$ cat config.mk
export PLATFORM = sky130hd
export DESIGN_NAME = dcsk_chip_serializer
export DESIGN_NICKNAME = d
export VERILOG_FILES = /design/src/rtl/dcsk_chip_serializer.sv
export SDC_FILE = /design/constraint.sdc
export NUM_CORES = 1
export LEC_CHECK = 0
export ABC_AREA = 1
export BUFFER_PORTS_ARGS = -buffer_cell sky130_fd_sc_hd__clkbuf_2
export CAP_MARGIN = 20
export CORE_MARGIN = 4
export CORE_UTILIZATION = 25
export DETAILED_ROUTE_END_ITERATION = 16
export PLACE_DENSITY_LB_ADDON = 0.1
export SYNTH_ARGS = -nofsm -noshare
export SYNTH_HDL_FRONTEND = slang
export SYNTH_SLANG_ARGS = --single-unit
$ cat constraint.sdc
create_clock -name i_clk -period 2.34 [get_ports i_clk]
set_input_delay 0.234 -clock i_clk [delete_from_list [all_inputs] [get_ports i_clk]]
set_output_delay 0.234 -clock i_clk [all_outputs]
set_load 0.05 [all_outputs]
$ cat src/rtl/dcsk_chip_serializer.sv
`default_nettype none
// ============================================================================
// Module   : dcsk_chip_serializer
// Brief    : Turns one expanded chaos word plus one data bit into a serial
//            DCSK symbol: CHIP_LEN reference chips followed by CHIP_LEN
//            information chips (reference, inverted when the bit is 0).
//            Each chip is held for SPC output samples.
// Revision : 1.0 - initial release
// ============================================================================
module dcsk_chip_serializer #(
    parameter int CHIP_LEN = 256,
    parameter int SPC      = 1
) (
    input  logic                i_clk,
    input  logic                i_rst,
    input  logic [CHIP_LEN-1:0] i_chaos,
    input  logic                i_bit,
    input  logic                i_valid,
    output logic                o_ready,
    output logic                o_chip,
    output logic                o_chip_valid,
    input  logic                i_chip_ready,
    output logic                o_sym_start,
    output logic                o_sym_last
);

    localparam int c_IDX_W  = $clog2(CHIP_LEN);
    localparam int c_SAMP_W = (SPC > 1) ? $clog2(SPC) : 1;

    localparam logic [c_IDX_W-1:0]  c_IDX_MAX  = c_IDX_W'(CHIP_LEN - 1);
    localparam logic [c_SAMP_W-1:0] c_SAMP_MAX = c_SAMP_W'(SPC - 1);

    localparam logic [1:0] c_ST_IDLE = 2'd0;
    localparam logic [1:0] c_ST_REF  = 2'd1;
    localparam logic [1:0] c_ST_INFO = 2'd2;

    logic [1:0]          r_state;
    logic [CHIP_LEN-1:0] r_ref;
    logic                r_bit;
    logic [c_IDX_W-1:0]  r_chip_idx;
    logic [c_SAMP_W-1:0] w_samp_cnt;

    logic w_out_xfer;
    logic w_in_xfer;
    logic w_last_samp;
    logic w_last_chip;

    assign w_out_xfer  = o_chip_valid && i_chip_ready;
    assign w_in_xfer   = i_valid && o_ready;
    assign w_last_samp = (w_samp_cnt == c_SAMP_MAX);
    assign w_last_chip = (r_chip_idx == c_IDX_MAX) && w_last_samp;

    // Sample-hold counter; collapses to a constant when each chip is one sample.
    generate
        if (SPC == 1) begin : g_spc_one
            assign w_samp_cnt = '0;
        end else begin : g_spc_multi
            logic [c_SAMP_W-1:0] r_samp_cnt;

            // Advance per accepted sample, wrapping at the end of each chip.
            always_ff @(posedge i_clk) begin
                if (i_rst) begin
                    r_samp_cnt <= '0;
                end else if (r_state == c_ST_IDLE) begin
                    r_samp_cnt <= '0;
                end else if (w_out_xfer) begin
                    r_samp_cnt <= w_last_samp ? '0 : r_samp_cnt + c_SAMP_W'(1);
                end
            end

            assign w_samp_cnt = r_samp_cnt;
        end
    endgenerate

    // Chip index advances when a chip's last sample is accepted; wraps per half.
    always_ff @(posedge i_clk) begin
        if (i_rst) begin
            r_chip_idx <= '0;
        end else if (r_state == c_ST_IDLE) begin
            r_chip_idx <= '0;
        end else if (w_out_xfer && w_last_samp) begin
            r_chip_idx <= (r_chip_idx == c_IDX_MAX) ? '0 : r_chip_idx + c_IDX_W'(1);
        end
    end

    // Symbol sequencing and capture of the reference word and data bit.
    always_ff @(posedge i_clk) begin
        if (i_rst) begin
            r_state <= c_ST_IDLE;
            r_ref   <= '0;
            r_bit   <= 1'b0;
        end else begin
            // Any accepted input starts a new symbol; o_ready already restricts
            // this to IDLE or the final accepted info sample.
            if (w_in_xfer) begin
                r_ref <= i_chaos;
                r_bit <= i_bit;
            end
            case (r_state)
                c_ST_IDLE: begin
                    if (w_in_xfer) begin
                        r_state <= c_ST_REF;
                    end
                end
                c_ST_REF: begin
                    if (w_out_xfer && w_last_chip) begin
                        r_state <= c_ST_INFO;
                    end
                end
                c_ST_INFO: begin
                    if (w_out_xfer && w_last_chip) begin
                        r_state <= w_in_xfer ? c_ST_REF : c_ST_IDLE;
                    end
                end
                default: r_state <= c_ST_IDLE;
            endcase
        end
    end

    // Chip value and framing flags decode directly from registered state.
    always_comb begin
        o_chip       = 1'b0;
        o_chip_valid = 1'b0;
        o_sym_start  = 1'b0;
        o_sym_last   = 1'b0;
        case (r_state)
            c_ST_REF: begin
                o_chip_valid = 1'b1;
                o_chip       = r_ref[r_chip_idx];
                o_sym_start  = (r_chip_idx == '0) && (w_samp_cnt == '0);
            end
            c_ST_INFO: begin
                o_chip_valid = 1'b1;
                o_chip       = ~(r_ref[r_chip_idx] ^ r_bit);
                o_sym_last   = w_last_chip;
            end
            default: begin
                o_chip_valid = 1'b0;
            end
        endcase
    end

    // Accept a new symbol when idle, or exactly as the final sample leaves.
    always_comb begin
        o_ready = (r_state == c_ST_IDLE) ||
                  ((r_state == c_ST_INFO) && w_last_chip && i_chip_ready);
    end

endmodule
`default_nettype wire

; ---- Yosys cells after proc, flatten, opt, wreduce, memory -nomap -nowiden
; Index checks and enable logic that the tools add are counted.
[totals]
register_bits = 267
inputBits = 261
elab_cells = 37
[classes]
addsub = 1
n_lt_le_gt_ge = 1
eq_ne = 6
muxes = 12
bitwise = 2
reduce_logical = 11
[ops]
columns = operator, count
row1 = "less-than comparator 8 x 9 -> 1 bit, second input constant", 1
row2 = "adder 8 x 1 -> 8 bit, second input constant", 1
row3 = binary-select mux 1 bit (select 8 bit), 1
row4 = "equality test 8 bit, second input constant", 1
row5 = zero test 8 bit, 1
row6 = two-way mux 8 bit, 1
row7 = two-way mux 2 bit, 3
row8 = "inequality test 2 bit, second input constant", 3
row9 = case mux 2 bit (3 select lines), 1
row10 = logical AND 1 bit, 5
row11 = two-way mux 1 bit, 5
row12 = OR reduction 2 bit, 2
row13 = AND reduction 3 bit, 1
row14 = "equality test 2 x 1 -> 1 bit, second input constant", 1
row15 = "equality test 2 bit, second input constant", 1
row16 = zero test 2 bit, 1
row17 = case mux 1 bit (2 select lines), 1
row18 = logical OR 1 bit, 1
row19 = inverter 1 bit, 1
row20 = XOR 1 bit, 1

; ---- Logic depth before layout (Yosys ltp)
[logic_depth]
depth_word = 8
ltp_mapped = 17
mapped_depth_nobuf = 14

; ---- Least setup slack after synthesis
; No wires, ideal clock.
[synth_path]
path_kind = reg2out
from = reg r_chip_idx[1]
to = out o_sym_start
t_arrival_ns = 2.520
required_time_ns = 2.106
setup_slack_ns = -0.414
path_stages_with_launch = 7
path_buffers = 2
cell_sequence = dfxtp_1 buf_2 inv_2 clkbuf_1 ha_1 nand4_1 nor4_1
[synth_between]
elab_chain_len = 2
[synth_lines]
columns = element, line
row1 = start: declaration, 40  ; logic [c_IDX_W-1:0] r_chip_idx;
row2 = start signal: assignment, 82  ; r_chip_idx <= (r_chip_idx == c_IDX_MAX) ? '0 : r_chip_idx + c_IDX_W'(1);
row3 = zero test 8 bit, 130  ; o_sym_start = (r_chip_idx == '0) && (w_samp_cnt == '0);
row4 = two-way mux 1 bit, 126  ; case (r_state)
row5 = end: declaration, 23  ; output logic o_sym_start,
; Every way passes these cells.

; ---- Worst setup path in the final report
[layout_path]
from = reg r_chip_idx[0]
to = out o_chip
[layout_between]
elab_chain_len = 5
[layout_lines]
columns = element, line
row1 = binary-select mux 1 bit (select 8 bit) (*), "129, 134"
row2 = two-way mux 1 bit (not written as such) (*), "129, 134"
row3 = XOR 1 bit, 134  ; o_chip = ~(r_ref[r_chip_idx] ^ r_bit);
row4 = inverter 1 bit, 134
row5 = case mux 1 bit (2 select lines) (*), 126
row6 = end: declaration, 20  ; output logic o_chip,
; Every way passes the cells marked *; elsewhere a longest branch is shown, timed or not. The select of a mux whose other input is x is not followed.

==> results.toml <==
[sta]
hold_viol = 3
slew_headroom_pct = 52.30
whs_ps = -16.57
setup_tns_ps = -15510
fmax_mhz = 334.2
slew_violations = 0
period_share_pct = 127.9
final-setup-viol-count = 236
final.setup_skew_ps = 11.31
finalCriticalPeriod_ps = 2993
rsz0062_at_grt = "true"
worst_pin_slew_ps = 715.5
setup_slack_ps = -652.6

[route]
ant_nets = 0
vias_per_cell = 4.462
routed_wl_mm = 52.55
wire_per_inst_um = 17.22
drt_first_pass_iters = 5
drc = 0
vias = 13620
drtIter0Drc = 643

[logic_synthesis]
yosys.area_share.simple_pct = 26.27
syn_area_sq_mm = 0.01224
synth_xor_xnor_area_share_pct = 0.2147
yosys.area.top_type = "dfxtp_1"
synthTopCellsByArea = "dfxtp_1 44%, nor2_1 13%, nand2_1 11%, o21ai_0 9.3%, a21oi_1 6.1%"
synth_compound_area_share_pct = 19.24
synth_top_cell_area_share_pct = 43.67
syn_nets = 2135
postSynthCellCount = 1868
yosys.area_share.adder_pct = 0.6134
synthMuxAreaShare_pct = 0
ys_warn_count = 0
seq_area_frac_synth_pct = 43.67
synth_top_family_by_area = "simple AND/OR/NAND/NOR gates"
yosysUniqueCellTypes = 26
ys_seq_elements = 267
syn_avg_cell_area_sq_um = 6.552

[clock_tree]
htree_num_levels = 2
clock-sinks = 267
cts_tree = "done"
cts_buffers = 34
worstSkewPairLatency_ps = 540
cts-root-buf = "clkbuf_16"
clock_path_buffers = 3
path_clk_slew_ps = 60

[global_route]
grt_max_degree = 136
grt_pass1_vias = 13630
grt_antenna_before_repair = 0
grt_pass1_wl_mm = 77.63
grt.overflow.total = 0
track_usage_pct = 18.71

[floorplan]
die_h_um = 229.3
dieArea_sq_mm = 0.05256
num_io_pins = 266
die_x_um = 229.3
core_area_sq_mm = 0.04805
initial_core_util_pct = 25.47
num_rows = 80

[worst_setup_path]
crit_path_start_kind = "register"
cp-end-kind = "primary output"
crit_slowest_cell = "dfxtp_4"
crit_path_frequent_cell = "nand2_1"
critPathBufInv = 5
critical_path_class = "reg2out"
path_delay_family = "simple AND/OR/NAND/NOR gates"
cpPeakStageDelay_ps = 350
crit_fanout = 12
worst-endpoint-required_ps = 2110
arrival_ps = 2760
path_cells = "buf_12 > clkinv_8 > buf_6 > buf_12 > o21ai_2 > nand2_1 > nand2_1 > nand2_1 > o21ai_1 > nand2_1 > nor2_4 > nor2_2 > nor2_2 > a21oi_2 > nor2_4 > buf_12"

[job]
maxCapViolCount = 0

[status]
violations = "negative hold slack, negative setup slack"
status = "finished with violations"

[cells_and_area]
final_common_cell = "nor2_1"
synthToLayoutAreaGrowth_pct = 61.68
mostFrequentLayoutCells = "398 x nor2_1, 358 x nand2_1, 265 x dfxtp_1"
fillerInstances = 5056
drive_gt1_share_pct = 24.06
layout.nets = 2679
diodes = 0
finalNonFillerCells = 3051
final_cell_area_sq_mm = 0.01979

[place]
dpl.hpwl_mm = 32.64
dpl_cell_area_sq_mm = 0.01519
dp_slack_ps = -222.6
gp_congestion = 0.7598
dpl.cell_count = 2747
port_buffers = 265

[pwr]
irDropWorstVdd_uv = 686.7
power.density_mw_per_mm2 = 1049
leakage_uw = 0.008939

[min_path]
holdCritPathClass = "in2reg"
==> worst min-delay path, cell delays in order <==
cell	delay, ps
clkbuf_2	90
o21ai_2	60
a21oi_1	100
==> area by class of cell <==
class / count / area (sq um) / area share [%]
inverters: 164 / 649.4 / 3.281
well taps: 615 / 769.5 / 3.888
clock inverters: 8 / 92.59 / 0.4679
flip-flops and latches: 267 / 5353 / 27.05
clock buffers: 52 / 1064 / 5.374
repair buffers: 633 / 5756 / 29.08
multi-input cells: 1312 / 6106 / 30.85
==> state kept, by name, indices dropped and copies added (netlist names) <==
name and cells:
r_ref 256, r_chip_idx 8, r_state 2, r_bit 1
==> timing repair <==
item,in CTS,in global routing
hold buffers,181,8
setup buffers,9,11
gates cloned,16,22
endpoints found under the setup margin,243,263
gates resized for setup,99,157
hold endpoints to repair,181,8
pin swaps,9,20
==> power breakdown <==
group,switching (uW),internal [uW],leakage [uW]
combinational,5010,4070,0.00616
clock,2080,3350,0.000569
sequential,467,5790,0.00221
total,7560,13200,0.00894
==> logic make-up after synthesis <==
kind of cell	after synthesis
XOR/XNOR	3
flip-flops	267
buffers and inverters	294
adder cells (fa/ha/maj)	6
AO/OA/AOI/OAI	464
AND/OR/NAND/NOR	834
==> cell usage after synthesis <==
| cell | count |
|---|---|
| xor2_1 | 3 |
| o21ai_0 | 227 |
| ha_1 | 6 |
| nor3_2 | 1 |
| a211oi_1 | 3 |
| nand4_1 | 4 |
| nor3_1 | 2 |
| inv_1 | 160 |
| dfxtp_1 | 267 |
| buf_2 | 56 |
| a21oi_1 | 149 |
| clkbuf_1 | 61 |
| nand2_1 | 363 |
| nor4_1 | 1 |
| o211ai_1 | 7 |
| inv_2 | 4 |
| nand3_1 | 49 |
| a2111oi_0 | 1 |
| o21ai_1 | 75 |
| nand2_2 | 1 |
| o22ai_1 | 1 |
| buf_1 | 2 |
| buf_6 | 2 |
| nor2_1 | 413 |
| buf_4 | 9 |
| a21o_1 | 1 |
==> final timing paths <==
kind | startpoint | to | slack (ps) | cells past startpoint
min | i_chaos[103] | r_ref[103] | -20 | 3
min reg2reg | r_ref[239] | r_ref[239] | 450 | 2
max reg2reg | r_chip_idx[0] | r_ref[2] | -180 | 14
max | r_chip_idx[0] | o_chip | -650 | 16
==> metal layers <==
metal	GRT usage, %	wire length [um]
met5	0	0
met4	4.983	1389
met3	3.529	2151
met2	31.30	24150
met1	24.82	24860
==> through the flow <==
| stage | util (%) | power (uW) |
|---|---|---|
| after floorplan | - | 10450 |
| after global placement | 31.62 | 12840 |
| after detailed placement | 31.62 | 12910 |
| after CTS | 39.41 | 19880 |
| after global routing | 41.19 | 22210 |
| final | 41.19 | 20760 |
Note: power is estimated with default switching activity, not from simulation.
